--- src/rtl/keypad_scanner_pkg.sv ---
// Shared types, key map and snapshot helpers for the 4x4 hex keypad scanner.
package keypad_pkg;

   localparam int NUM_ROWS = 4;
   localparam int NUM_COLS = 4;

   typedef enum logic {
      RELEASED = 1'b0,
      PRESSED  = 1'b1
   } kp_state_e;

   // Nibble k holds the code of the key at row r, column c with k = r*4+c.
   localparam logic [63:0] KEY_MAP = 64'hDF0E_C987_B654_A321;

   function automatic logic [4:0] ones_count(input logic [15:0] v);
      logic [4:0] n;
      n = '0;
      for (int i = 0; i < 16; i++) begin
         n = n + 5'(v[i]);
      end
      return n;
   endfunction

   // Snapshots are stored column-major (bit c*4+r); translate to the row-major key map.
   function automatic logic [3:0] snap_code(input logic [15:0] snap);
      logic [3:0] code;
      code = '0;
      for (int c = 0; c < NUM_COLS; c++) begin
         for (int r = 0; r < NUM_ROWS; r++) begin
            if (snap[c*NUM_ROWS+r]) begin
               code = KEY_MAP[(r*NUM_COLS+c)*4 +: 4];
            end
         end
      end
      return code;
   endfunction

endpackage

--- src/rtl/keypad_scanner_sync2.sv ---
// Two-flop synchronizer; both stages reset to all ones (idle keypad rows).
module sync2 #(
   parameter int WIDTH = 4
) (
   input  logic             clk_i,
   input  logic             rst_ni,
   input  logic [WIDTH-1:0] d_i,
   output logic [WIDTH-1:0] q_o
);

   logic [WIDTH-1:0] meta_q;
   logic [WIDTH-1:0] sync_q;

   always_ff @(posedge clk_i or negedge rst_ni) begin
      if (!rst_ni) begin
         meta_q <= '1;
         sync_q <= '1;
      end else begin
         meta_q <= d_i;
         sync_q <= meta_q;
      end
   end

   assign q_o = sync_q;

endmodule

--- src/rtl/keypad_scanner.sv ---
// 4x4 keypad scanner: column scan, full-frame debounce, one event per clean press,
// and an eight-digit history register for a display controller.
module keypad_scanner
   import keypad_pkg::*;
#(
   parameter int SCAN_PERIOD    = 100000,
   parameter int DEBOUNCE_COUNT = 4
) (
   input  logic        clk_in,
   input  logic        rst_in,
   input  logic [3:0]  row_in,
   input  logic        clear_in,
   output logic [3:0]  col_out,
   output logic [3:0]  key_out,
   output logic        key_valid_out,
   output logic        key_held_out,
   output logic [31:0] digits_out
);

   localparam int CNT_W = $clog2(SCAN_PERIOD);
   localparam int DEB_W = $clog2(DEBOUNCE_COUNT + 1);
   localparam logic [CNT_W-1:0] CNT_LAST = CNT_W'(SCAN_PERIOD - 1);
   localparam logic [DEB_W-1:0] DEB_MAX  = DEB_W'(DEBOUNCE_COUNT);

   logic [3:0]       rows_sync;
   logic [3:0]       pressed;
   logic [CNT_W-1:0] cnt_q;
   logic [1:0]       col_q;
   logic [15:0]      work_q, work_d;
   logic [15:0]      prev_q;
   logic [DEB_W-1:0] deb_q, deb_d;
   kp_state_e        state_q;
   logic [3:0]       key_q;
   logic             valid_q;
   logic             held_q;
   logic [31:0]      digits_q;
   logic             sample;
   logic             frame_end;
   logic             stable;
   logic [3:0]       code;

   sync2 #(.WIDTH(NUM_ROWS)) u_sync (
      .clk_i  (clk_in),
      .rst_ni (rst_in),
      .d_i    (row_in),
      .q_o    (rows_sync)
   );

   assign pressed   = ~rows_sync;
   assign sample    = (cnt_q == CNT_LAST);
   assign frame_end = sample && (col_q == 2'd3);

   // work_d already contains the current column sample, so the frame-end
   // comparison sees the complete frame including column 3.
   always_comb begin
      work_d = work_q;
      if (sample) begin
         work_d[{col_q, 2'b00} +: NUM_ROWS] = pressed;
      end
      deb_d = deb_q;
      if (frame_end) begin
         if (work_d != prev_q) begin
            deb_d = DEB_W'(1);
         end else if (deb_q != DEB_MAX) begin
            deb_d = deb_q + 1'b1;
         end
      end
   end

   assign stable = frame_end && (deb_d == DEB_MAX);
   assign code   = snap_code(work_d);

   always_ff @(posedge clk_in or negedge rst_in) begin
      if (!rst_in) begin
         cnt_q  <= '0;
         col_q  <= '0;
         work_q <= '0;
         prev_q <= '0;
         deb_q  <= '0;
      end else begin
         work_q <= work_d;
         if (sample) begin
            cnt_q <= '0;
            col_q <= col_q + 2'd1;
         end else begin
            cnt_q <= cnt_q + 1'b1;
         end
         if (frame_end) begin
            prev_q <= work_d;
            deb_q  <= deb_d;
         end
      end
   end

   always_ff @(posedge clk_in or negedge rst_in) begin
      if (!rst_in) begin
         state_q  <= RELEASED;
         key_q    <= '0;
         valid_q  <= 1'b0;
         held_q   <= 1'b0;
         digits_q <= '0;
      end else begin
         valid_q <= 1'b0;
         if (clear_in) begin
            digits_q <= '0;
         end
         if (stable) begin
            held_q <= |work_d;
            case (state_q)
               RELEASED: begin
                  if (ones_count(work_d) == 5'd1) begin
                     state_q  <= PRESSED;
                     valid_q  <= 1'b1;
                     key_q    <= code;
                     digits_q <= clear_in ? {28'd0, code} : {digits_q[27:0], code};
                  end
               end
               PRESSED: begin
                  if (work_d == '0) begin
                     state_q <= RELEASED;
                  end
               end
            endcase
         end
      end
   end

   assign col_out       = ~(4'b0001 << col_q);
   assign key_out       = key_q;
   assign key_valid_out = valid_q;
   assign key_held_out  = held_q;
   assign digits_out    = digits_q;

endmodule
--- config.mk ---
export PLATFORM = sky130hd
export DESIGN_NAME = keypad_scanner
export DESIGN_NICKNAME = d
export VERILOG_FILES = /design/src/rtl/keypad_scanner_pkg.sv /design/src/rtl/keypad_scanner_sync2.sv /design/src/rtl/keypad_scanner.sv
export SDC_FILE = /design/constraint.sdc
export NUM_CORES = 1
export LEC_CHECK = 0
export BUFFER_PORTS_ARGS = -buffer_cell sky130_fd_sc_hd__clkbuf_2
export CORE_UTILIZATION = 45
export DETAILED_ROUTE_END_ITERATION = 8
export HOLD_SLACK_MARGIN = 0.1
export PLACE_DENSITY = 0.72
export RECOVER_POWER = 50
export SLEW_MARGIN = 20
export SYNTH_ARGS = -nofsm -noshare
export SYNTH_HDL_FRONTEND = slang
export SYNTH_SLANG_ARGS = --single-unit
--- constraint.sdc ---
create_clock -name clk_in -period 7.81 [get_ports clk_in]
set_input_delay 1.562 -clock clk_in [delete_from_list [all_inputs] [get_ports clk_in]]
set_output_delay 1.562 -clock clk_in [all_outputs]
set_load 0.01 [all_outputs]
Yosys cells after proc, flatten, opt, wreduce, memory -nomap -nowiden. Cells that the tools add are included.

Word-level logic and storage cells: 80. Input bits: 7. Output and inout bits: 42. Flip-flop bits (word level): 101.

Add/subtract/negate cells: 19. Bitwise gates (word level): 3. Reductions and logical operators: 5. Shift operators: 3. Mux-type cells: 32. Equal/unequal tests: 6.

Operators by type and width (count): $mux 32 (5); $mux 4 (15); $add 5x1->5 (11); $add 17x1->17 const B (1); $eq 17x17->1 const B (1); $mux 17 (1); $bwmux 16 (1); $logic_not 16->1 (1); $mux 16 (1); $ne 16x16->1 (1); $reduce_or 16->1 (1); $shift 4x6->16 const A (1); $shiftx 4x6->16 (1); $mux 3 (3); $not 4->4 (2); $neg 4->6 (1); $add 4x1->5 (1); $eq 5x1->1 const B (1); $mux 1 (5); $add 3x1->4 (1); $shl 1x2->4 const A (1); $add 2x1->3 (1); $add 3x1->3 const B (1); $eq 3x3->1 const B (1); 8 further kinds (9).

Depth between registers and ports, before layout. Gate-level depths: netlist of run 1.

Depth in word-level cells: 24. Depth in mapped cells: 25. Mapped depth without buffers: 22.

Modules after synthesis. Synthesis of run 1 repeated with hierarchy kept, for this count alone.

Cells, all modules: 550. Area, all modules: 5644.2 um^2.

By module, submodules not included: keypad_scanner (cells each 542, seq. area each 2327.2 um^2, instances 1, area each 5434.0 um^2); sync2 (cells each 8, seq. area each 210.2 um^2, instances 1, area each 210.2 um^2).

Worst setup path before layout of run 1. No wires, ideal clock.

Kind: flip-flop to flip-flop. Start point: register col_q[0]. End point: register digits_q[3] (netlist: digits_out[3]). Path slack: 1.624 ns. Arrival time: 6.107 ns. Data required time: 7.731 ns. Clock period less this slack: 6.186 ns. Buffers on the path: 4. Setup time: 0.079 ns. Stages on the path, launching flop included: 22. Path through: dfrtp_1 > inv_1 > ha_1 > clkbuf_1 > or4b_1 > clkbuf_1 > or4_2 > and2_2 > fa_1 > fa_1 > fa_1 > fa_1 > inv_1 > ha_1 > fa_1 > nor3_1 > and4b_1 > nand3_1 > nor3_2 > buf_4 > buf_6 > mux2i_1.

Cells in the longest elaborated chain, start to end: 23. Elaborated cells on any way between the ends: 46. Classes of those cells: add/sub (16); eq/ne (4); shift (2); mux (22); reduce/logical (2).

Ends and longest elaborated chain: start, declared (line keypad_scanner.sv:28) `logic [1:0] col_q;`; start signal, assigned (line keypad_scanner.sv:84) `col_q <= col_q + 2'd1;`; $neg 4->6 (line keypad_scanner.sv:58) `work_d[{col_q, 2'b00} +: NUM_ROWS] = pressed;`; $shiftx 4x6->16 or $shift 4x6->16 (tied branches) (line keypad_scanner.sv:58); $bwmux 16 (line keypad_scanner.sv:58); $mux 16 (line keypad_scanner.sv:57) `if (sample) begin`; $add 1x1->2 (line keypad_scanner_pkg.sv:19) `n = n + 5'(v[i]);`; $add 2x1->3 (line keypad_scanner_pkg.sv:19); $add 3x1->4 (line keypad_scanner_pkg.sv:19); $add 4x1->5 (line keypad_scanner_pkg.sv:19); $add 5x1->5 (11 in a row) (line keypad_scanner_pkg.sv:19); $eq 5x1->1 (line keypad_scanner.sv:111) `if (ones_count(work_d) == 5'd1) begin`; $mux 32 (line keypad_scanner.sv:111); $mux 32 (line keypad_scanner.sv:109) `case (state_q)`; $mux 32 * (line keypad_scanner.sv:107) `if (stable) begin`; end signal, assigned (line keypad_scanner.sv:115) `digits_q <= clear_in ? {28'd0, code} : {digits_q[27:0], code};`; end, declared (line keypad_scanner.sv:36) `logic [31:0] digits_q;`.

Every way passes the cells marked *; elsewhere a longest branch is shown, timed or not. A chain may end at the register's enable or synchronous reset.

Final worst setup path of run 1.
Start point: register cnt_q[11]. End point: register digits_q[18] (netlist: digits_out[18]).

Cells in the longest elaborated chain, start to end: 21. Elaborated cells on any way between the ends: 27. Classes of those cells: add/sub (15); eq/ne (4); mux (6); reduce/logical (2).

Ends and longest elaborated chain: start, declared (line keypad_scanner.sv:27) `logic [CNT_W-1:0] cnt_q;`; start signal, assigned (line keypad_scanner.sv:86) `cnt_q <= cnt_q + 1'b1;`; $eq 17x17->1 * (line keypad_scanner.sv:50) `assign sample = (cnt_q == CNT_LAST);`; $mux 16 (line keypad_scanner.sv:57); $add 1x1->2 (line keypad_scanner_pkg.sv:19); $add 2x1->3 (line keypad_scanner_pkg.sv:19); $add 3x1->4 (line keypad_scanner_pkg.sv:19); $add 4x1->5 (line keypad_scanner_pkg.sv:19); $add 5x1->5 (11 in a row) (line keypad_scanner_pkg.sv:19); $eq 5x1->1 (line keypad_scanner.sv:111); $mux 32 (line keypad_scanner.sv:111); $mux 32 (line keypad_scanner.sv:109); $mux 32 * (line keypad_scanner.sv:107).

Marked as above.

==> summary.txt, run 1 <==
Timing
  – Post-route minimum period: 7.13 ns
  – PnR worst setup slack: 0.678 ns
  – Period utilization: 0.913
  – Max_slew headroom: -1.32
  – Worst Max-Slew Pin Slew: 3.48 ns
  – FMAX: 140 MHz
  – Setup TNS: 0 ns
  – Slew Viols, Final: 104
  – Clk_skew: 0.00840 ns
  – Setup violators final: 0
  – Final Hold Vio Count: 0
  – RSZ-0062 raised after global routing: false

Placement
  – Placer's final routability congestion estimate: 0.894
  – Port Buffers: 48
  – Placement Cell Area: 0.00588 mm^2
  – Placed insts: 717
  – Dpl ws: 0.952 ns
  – Post-detail-place hpwl: 9210 um

Synthesis
  – Mean post-synth cell area: 10.3 um^2
  – Share of the synthesized area in the top cell type: 0.422
  – Synth Flop Type: dfrtp_1
  – Post-synth EDFFs: 0
  – Netlist cell types: 70
  – Post-synth net total: 570
  – Fraction of registers with async set/reset: 1.00
  – Dominant cells by area after synthesis: dfrtp_1, mux2i_1, dfstp_2, fa_1, nand2b_1
  – Sequential-to-total area share from yosys stat: 0.460
  – Number of synthesized register bits: 101
  – Synth warn: 0
  – Post-Syn Area: 0.00552 mm^2
  – Post-synthesis cell count: 538
  – Synth area leader: dfrtp_1

Setup path
  – Crit-path leading delay family: simple AND/OR/NAND/NOR gates
  – Required @ worst endpoint: 8.08 ns
  – Setup CP Type: reg -> reg
  – CP max-delay cell: nor4_1
  – Max FO, Critical Path: 37
  – Crit path DAT: 7.40 ns
  – Critical Path, Cell by Cell: or4_1 -> nor4_1 -> a21boi_0 -> nor2_1 -> fa_1 -> fa_1 -> fa_1 -> fa_1 -> inv_1 -> ha_1 -> fa_1 -> nor3_1 -> and4b_1 -> nand3_1 -> nor3_4 -> buf_4 -> mux2i_1
  – Crit. End Element: flop
  – Cell mode on critical path: fa_1
  – CP startpoint kind: flop
  – Buf/Inv on CP: 2
  – Largest stage delay on the critical path: 1.08 ns

Detailed routing
  – Total number of vias: 4193
  – DRC violations left: 0
  – Vias/cell: 5.73
  – Drt initial violations: 298
  – ANT nets after route: 0
  – Total Routed Length: 12700 um
  – Pre-antenna DRT Iters: 5
  – Wirelength per Cell: 17.3 um

Pwr
  – Power per cell area: 159 mW/mm^2
  – P_sw: 220 uW
  – Overall power: 969 uW
  – Int Pwr: 749 uW
  – Clock power frac: 0.435
  – Sequential power share: 0.548
  – Fraction of power spent switching nets: 0.227
  – Worst vdd ir: 0.000129 V
  – Lkg Pwr: 0.00268 uW
  – Logic gate share of total power: 0.018

GRT
  – Initial antenna violation count: 0
  – Pin count of the biggest net entering global routing: 68
  – Gr usage total: 0.214
  – First-pass GRT wire length: 21000 um
  – Overflow after GRT: 0
  – Vias in the first global route: 4131

CTS
  – Worst-Skew Late Latency: 0.35 ns
  – Reg clk slew, reported paths: 0.07 ns
  – CTS Buffer Depth: 2
  – CTS Root Cell: clkbuf_16
  – CTS sink cnt: 101
  – H-tree levels: 3
  – TritonCTS buffer count: 9
  – CTS tree: done
  – Hold_buf cts: 0
  – Setup Fix Bufs, Post-CTS: 0
  – Number of gates resized after CTS: 0

Layout
  – Most frequent cells in the layout: dfrtp_1, inv_1, clkbuf_1
  – Final instance area: 0.00608 mm^2
  – Most common cell after layout, fill and taps aside: dfrtp_1
  – Share of layout cells above drive strength 1: 0.0923
  – Inserted Diodes: 0
  – Area growth, synth to finish: 10.1%
  – Post-Layout Cell Count: 732
  – Final nets: 613

Die
  – Die area: 0.0127 mm^2
  – Site row count: 40
  – Die width: 113 um
  – Core area: 0.0120 mm^2
  – Initial core utilization: 0.461
  – Total I/O pin count: 49
  – Die Ht: 113 um

Status
  – Outcome: finished, violations left
  – Failing checks: capacitance limit, slew limit

Job
  – Max_cap viols: 2

Worst hold path
  – Worst min-delay path class: reg -> reg
[Yosys cell counts (all sizes together), types with 3 or more instances]
library cell,instances
nor2b,3
a221oi,4
mux2i,37
nor2,26
nand2b,32
o21ai,33
nand4b,4
ha,15
a311oi,3
nand3b,5
and4,4
o211ai,5
nand4,7
dfrtp,93
buf,8
a21oi,22
xor2,9
a31oi,3
or4,9
nand2,36
nor4bb,3
xnor2,12
inv,44
nor4b,3
and3,4
clkbuf,14
fa,10
and2,7
nor3,12
a41oi,3
dfstp,8
a21o,7
nand3,21
nor4,8
[cell families after synthesis]
| kind of cell | count (synthesis) | synth area share |
|---|---|---|
| AOI/OAI and AO/OA | 95 | 0.112 |
| xor gates and xnor gates | 21 | 0.0333 |
| adders and majority gates | 25 | 0.0703 |
| buffers and inverters | 66 | 0.0517 |
| DFF | 101 | 0.460 |
| muxes | 38 | 0.0692 |
| and+or+nand+nor | 192 | 0.204 |
[power groups by stage]
| stage | clock [uW] | sequential (uW) | combinational, uW |
|---|---|---|---|
| 3_3_place_gp | 0 | 540 | 18.1 |
| 4_1_cts | 433 | 530 | 18.6 |
| 5_1_grt | 454 | 530 | 20.3 |
| 2_1_floorplan | 0 | 538 | 6.36 |
| 3_5_place_dp | 0 | 540 | 18.6 |
| 6_report | 421 | 530 | 17.2 |
[sequential cells by signal, summed over array words and instances (netlist names), 2 cells and up]
name           count
digits_out        32
cnt_q             17
prev_q            16
work_q            16
key_out            4
u_sync.meta_q      4
u_sync.q_o         4
deb_q              3
col_q              2
[per-layer routing]
layer | GRT usage | vias to the layer above | share of wire | wire (um)
met5 | 0 | - | 0 | 0
met4 | 0.0942 | 0 | 0.022 | 276
met3 | 0.0487 | 22 | 0.045 | 576
met2 | 0.344 | 115 | 0.48 | 6150
met1 | 0.277 | 2086 | 0.45 | 5690
li1 | - | 1970 | - | -
[cell type report]
class,instances,area [um^2]
Multi-Input combinational cell,371,2690
Inverter,44,165
Timing Repair Buffer,54,229
Fill cell,1097,5880
Tap cell,147,184
Sequential cell,101,2540
Clock buffer,9,225
Clock inverter,6,48.8
[worst paths after layout]
path	start	end	slack [ns]	cells past startpoint
setup / recovery	cnt_q[11]	digits_out[18]	0.68	17
hold / removal	u_sync.meta_q[3]	u_sync.q_o[3]	0.36	0
setup reg to reg	cnt_q[11]	digits_out[18]	0.68	17
hold reg to reg	u_sync.meta_q[3]	u_sync.q_o[3]	0.36	0
max in group asynchronous	rst_in	work_q[2]	2.03	2
min in group asynchronous	rst_in	digits_out[22]	1.71	1
[per-stage QoR]
| stage | utilization | hold slack (ns) |
|---|---|---|
| CTS | 0.514 | 0.357 |
| floorplan | - | 0.345 |
| detailed placement | 0.491 | 0.347 |
| global placement | 0.491 | 0.346 |
| finish | 0.508 | 0.356 |
| global route | 0.508 | 0.361 |
(Power assumes the default switching activity.)
==> run 2: changes to the inputs <==
- CORE_MARGIN: not set -> 2
- CORE_UTILIZATION: 45 -> 60
- PLACE_DENSITY: 0.72 -> 0.89
- TNS_END_PERCENT: not set -> 1
==> run 2 against run 1 <==
  * The flow still finishes with violations (capacitance limit, slew limit)
  * Clock skew grew 0.0075 ns
  * Power shrank 6.8%
  * Critical path depth is the same
  * Global-route usage grew 6.0 points
  * Clock power shrank 15%
  * Via count grew 3.1%
  * Setup slack gained 0.054 ns
  * Die area shrank 21%
  * Worst hold slack gained 0.0050 ns
  * Largest cell class unchanged
  * Largest power group unchanged
  * Highest routed layer unchanged
==> summary.txt, run 2 (synthesis results as in run 1) <==
Detailed routing
  – Total number of vias: 4321
  – ANT nets after route: 0
  – DRC violations left: 0
  – Pre-antenna DRT Iters: 5
  – Wirelength per Cell: 18.2 um
  – Drt initial violations: 298
  – Total Routed Length: 12600 um
  – Vias/cell: 6.24

CTS
  – CTS Buffer Depth: 2
  – CTS tree: done
  – H-tree levels: 3
  – Worst-Skew Late Latency: 0.39 ns
  – Hold_buf cts: 0
  – CTS Root Cell: clkbuf_8
  – Setup Fix Bufs, Post-CTS: 0
  – TritonCTS buffer count: 9
  – Reg clk slew, reported paths: 0.11 ns
  – Number of gates resized after CTS: 0
  – CTS sink cnt: 101

Layout
  – Inserted Diodes: 0
  – Most frequent cells in the layout: dfrtp_1, clkbuf_2, inv_1
  – Area growth, synth to finish: 9.18%
  – Post-Layout Cell Count: 693
  – Max reg flops: 32
  – Share of layout cells above drive strength 1: 0.154
  – Most common cell after layout, fill and taps aside: dfrtp_1
  – Filler instances: 668
  – Final instance area: 0.00602 mm^2
  – Fin util: 0.684
  – Final nets: 612

Timing
  – FMAX: 141 MHz
  – PnR worst setup slack: 0.733 ns
  – Clk_skew: 0.0159 ns
  – Period utilization: 0.906
  – Final Hold Vio Count: 0
  – Post-route minimum period: 7.08 ns
  – Setup TNS: 0 ns
  – Worst Max-Slew Pin Slew: 4.34 ns
  – Slew Viols, Final: 86
  – RSZ-0062 raised after global routing: false
  – Setup violators final: 0
  – Max_slew headroom: -1.90

Setup path
  – Worst path depth: 17
  – CP max-delay cell: or4_1
  – Crit. End Element: flop
  – Worst reg2reg path depth: 17
  – Setup CP Type: reg -> reg
  – Buf/Inv on CP: 2
  – Crit path DAT: 7.39 ns
  – CP startpoint kind: flop
  – Crit-path leading delay family: simple AND/OR/NAND/NOR gates
  – Largest stage delay on the critical path: 0.84 ns
  – Max FO, Critical Path: 37
  – Cell mode on critical path: fa_1
  – Critical Path, Cell by Cell: or4_1 -> or4_1 -> or4_2 -> and2_2 -> fa_1 -> fa_1 -> fa_1 -> fa_1 -> inv_1 -> ha_1 -> fa_1 -> nor3_1 -> and4b_1 -> nand3_1 -> nor3_4 -> buf_4 -> mux2i_1
  – Required @ worst endpoint: 8.12 ns

Placement
  – Placer's final routability congestion estimate: 0.913
  – Placed insts: 677
  – Post-detail-place hpwl: 9190 um
  – Port Buffers: 48
  – Placement Cell Area: 0.00582 mm^2
  – Dpl ws: 1.04 ns

Pwr
  – Int Pwr: 666 uW
  – P_sw: 237 uW
  – Lkg Pwr: 0.00278 uW
  – Power per cell area: 150 mW/mm^2
  – Logic gate share of total power: 0.019
  – Clock power frac: 0.395
  – Sequential power share: 0.587
  – Worst vdd ir: 0.0000939 V
  – Fraction of power spent switching nets: 0.262

GRT
  – GR Layer Usage met1: 0.352
  – Overflow after GRT: 0
  – Gr usage total: 0.274
  – Initial antenna violation count: 0
  – GR peak layer: met2
  – Grt met2 use: 0.462
  – Pin count of the biggest net entering global routing: 86
  – First-pass GRT wire length: 21500 um
  – Vias in the first global route: 4396
  – Met3 usage: 0.0543

Job
  – Max_cap viols: 1

Status
  – Failing checks: capacitance limit, slew limit
  – Outcome: finished, violations left

Worst hold path
  – Worst hold path depth: 0
  – Worst min-delay path class: reg -> reg

Die
  – Die Ht: 99.9 um
  – Core area: 0.00881 mm^2
  – Total I/O pin count: 49
  – Die width: 99.9 um
  – Site row count: 34
  – Die area: 0.00998 mm^2
  – Initial core utilization: 0.627
==> run 2: power groups by stage <==
stage / Clock [uW] / Sequential (uW) / Combinational [uW]
floorplan: 0 / 538 / 6.36
global placement: 0 / 540 / 17.8
detailed placement: 0 / 540 / 18.1
CTS: 362 / 530 / 18.1
global route: 383 / 530 / 19.7
finish: 356 / 530 / 16.8
==> run 2: area by class of cell <==
class / count / area (um^2) / share of cell area
tap: 108 / 135 / 0.0224
timing repair buffer: 53 / 267 / 0.0442
clock buffer: 9 / 124 / 0.0206
inverter: 44 / 165 / 0.0274
clock inverter: 7 / 109 / 0.0181
sequential: 101 / 2540 / 0.421
multi-input combinational: 371 / 2690 / 0.446
==> run 2: layer usage <==
layer	up-vias	share of wire
met4	0	0.021
met2	178	0.50
met5	-	0
met1	2133	0.41
met3	28	0.066
li1	1982	-
==> run 2: final timing paths <==
path,startpoint,to,slack [ns]
worst max-delay path,cnt_q[11],digits_out[20],0.73
worst min register to register,u_sync.meta_q[0],u_sync.q_o[0],0.36
worst min-delay path,u_sync.meta_q[0],u_sync.q_o[0],0.36
min in group asynchronous,rst_in,digits_out[21],1.26
worst max register to register,cnt_q[11],digits_out[20],0.73
max in group asynchronous,rst_in,prev_q[4],1.94
==> run 2: through the flow <==
step	hold WS, ns	power [uW]
2_1_floorplan	0.345	544
3_3_place_gp	0.346	558
3_5_place_dp	0.347	558
4_1_cts	0.363	910
5_1_grt	0.366	933
6_report	0.361	903
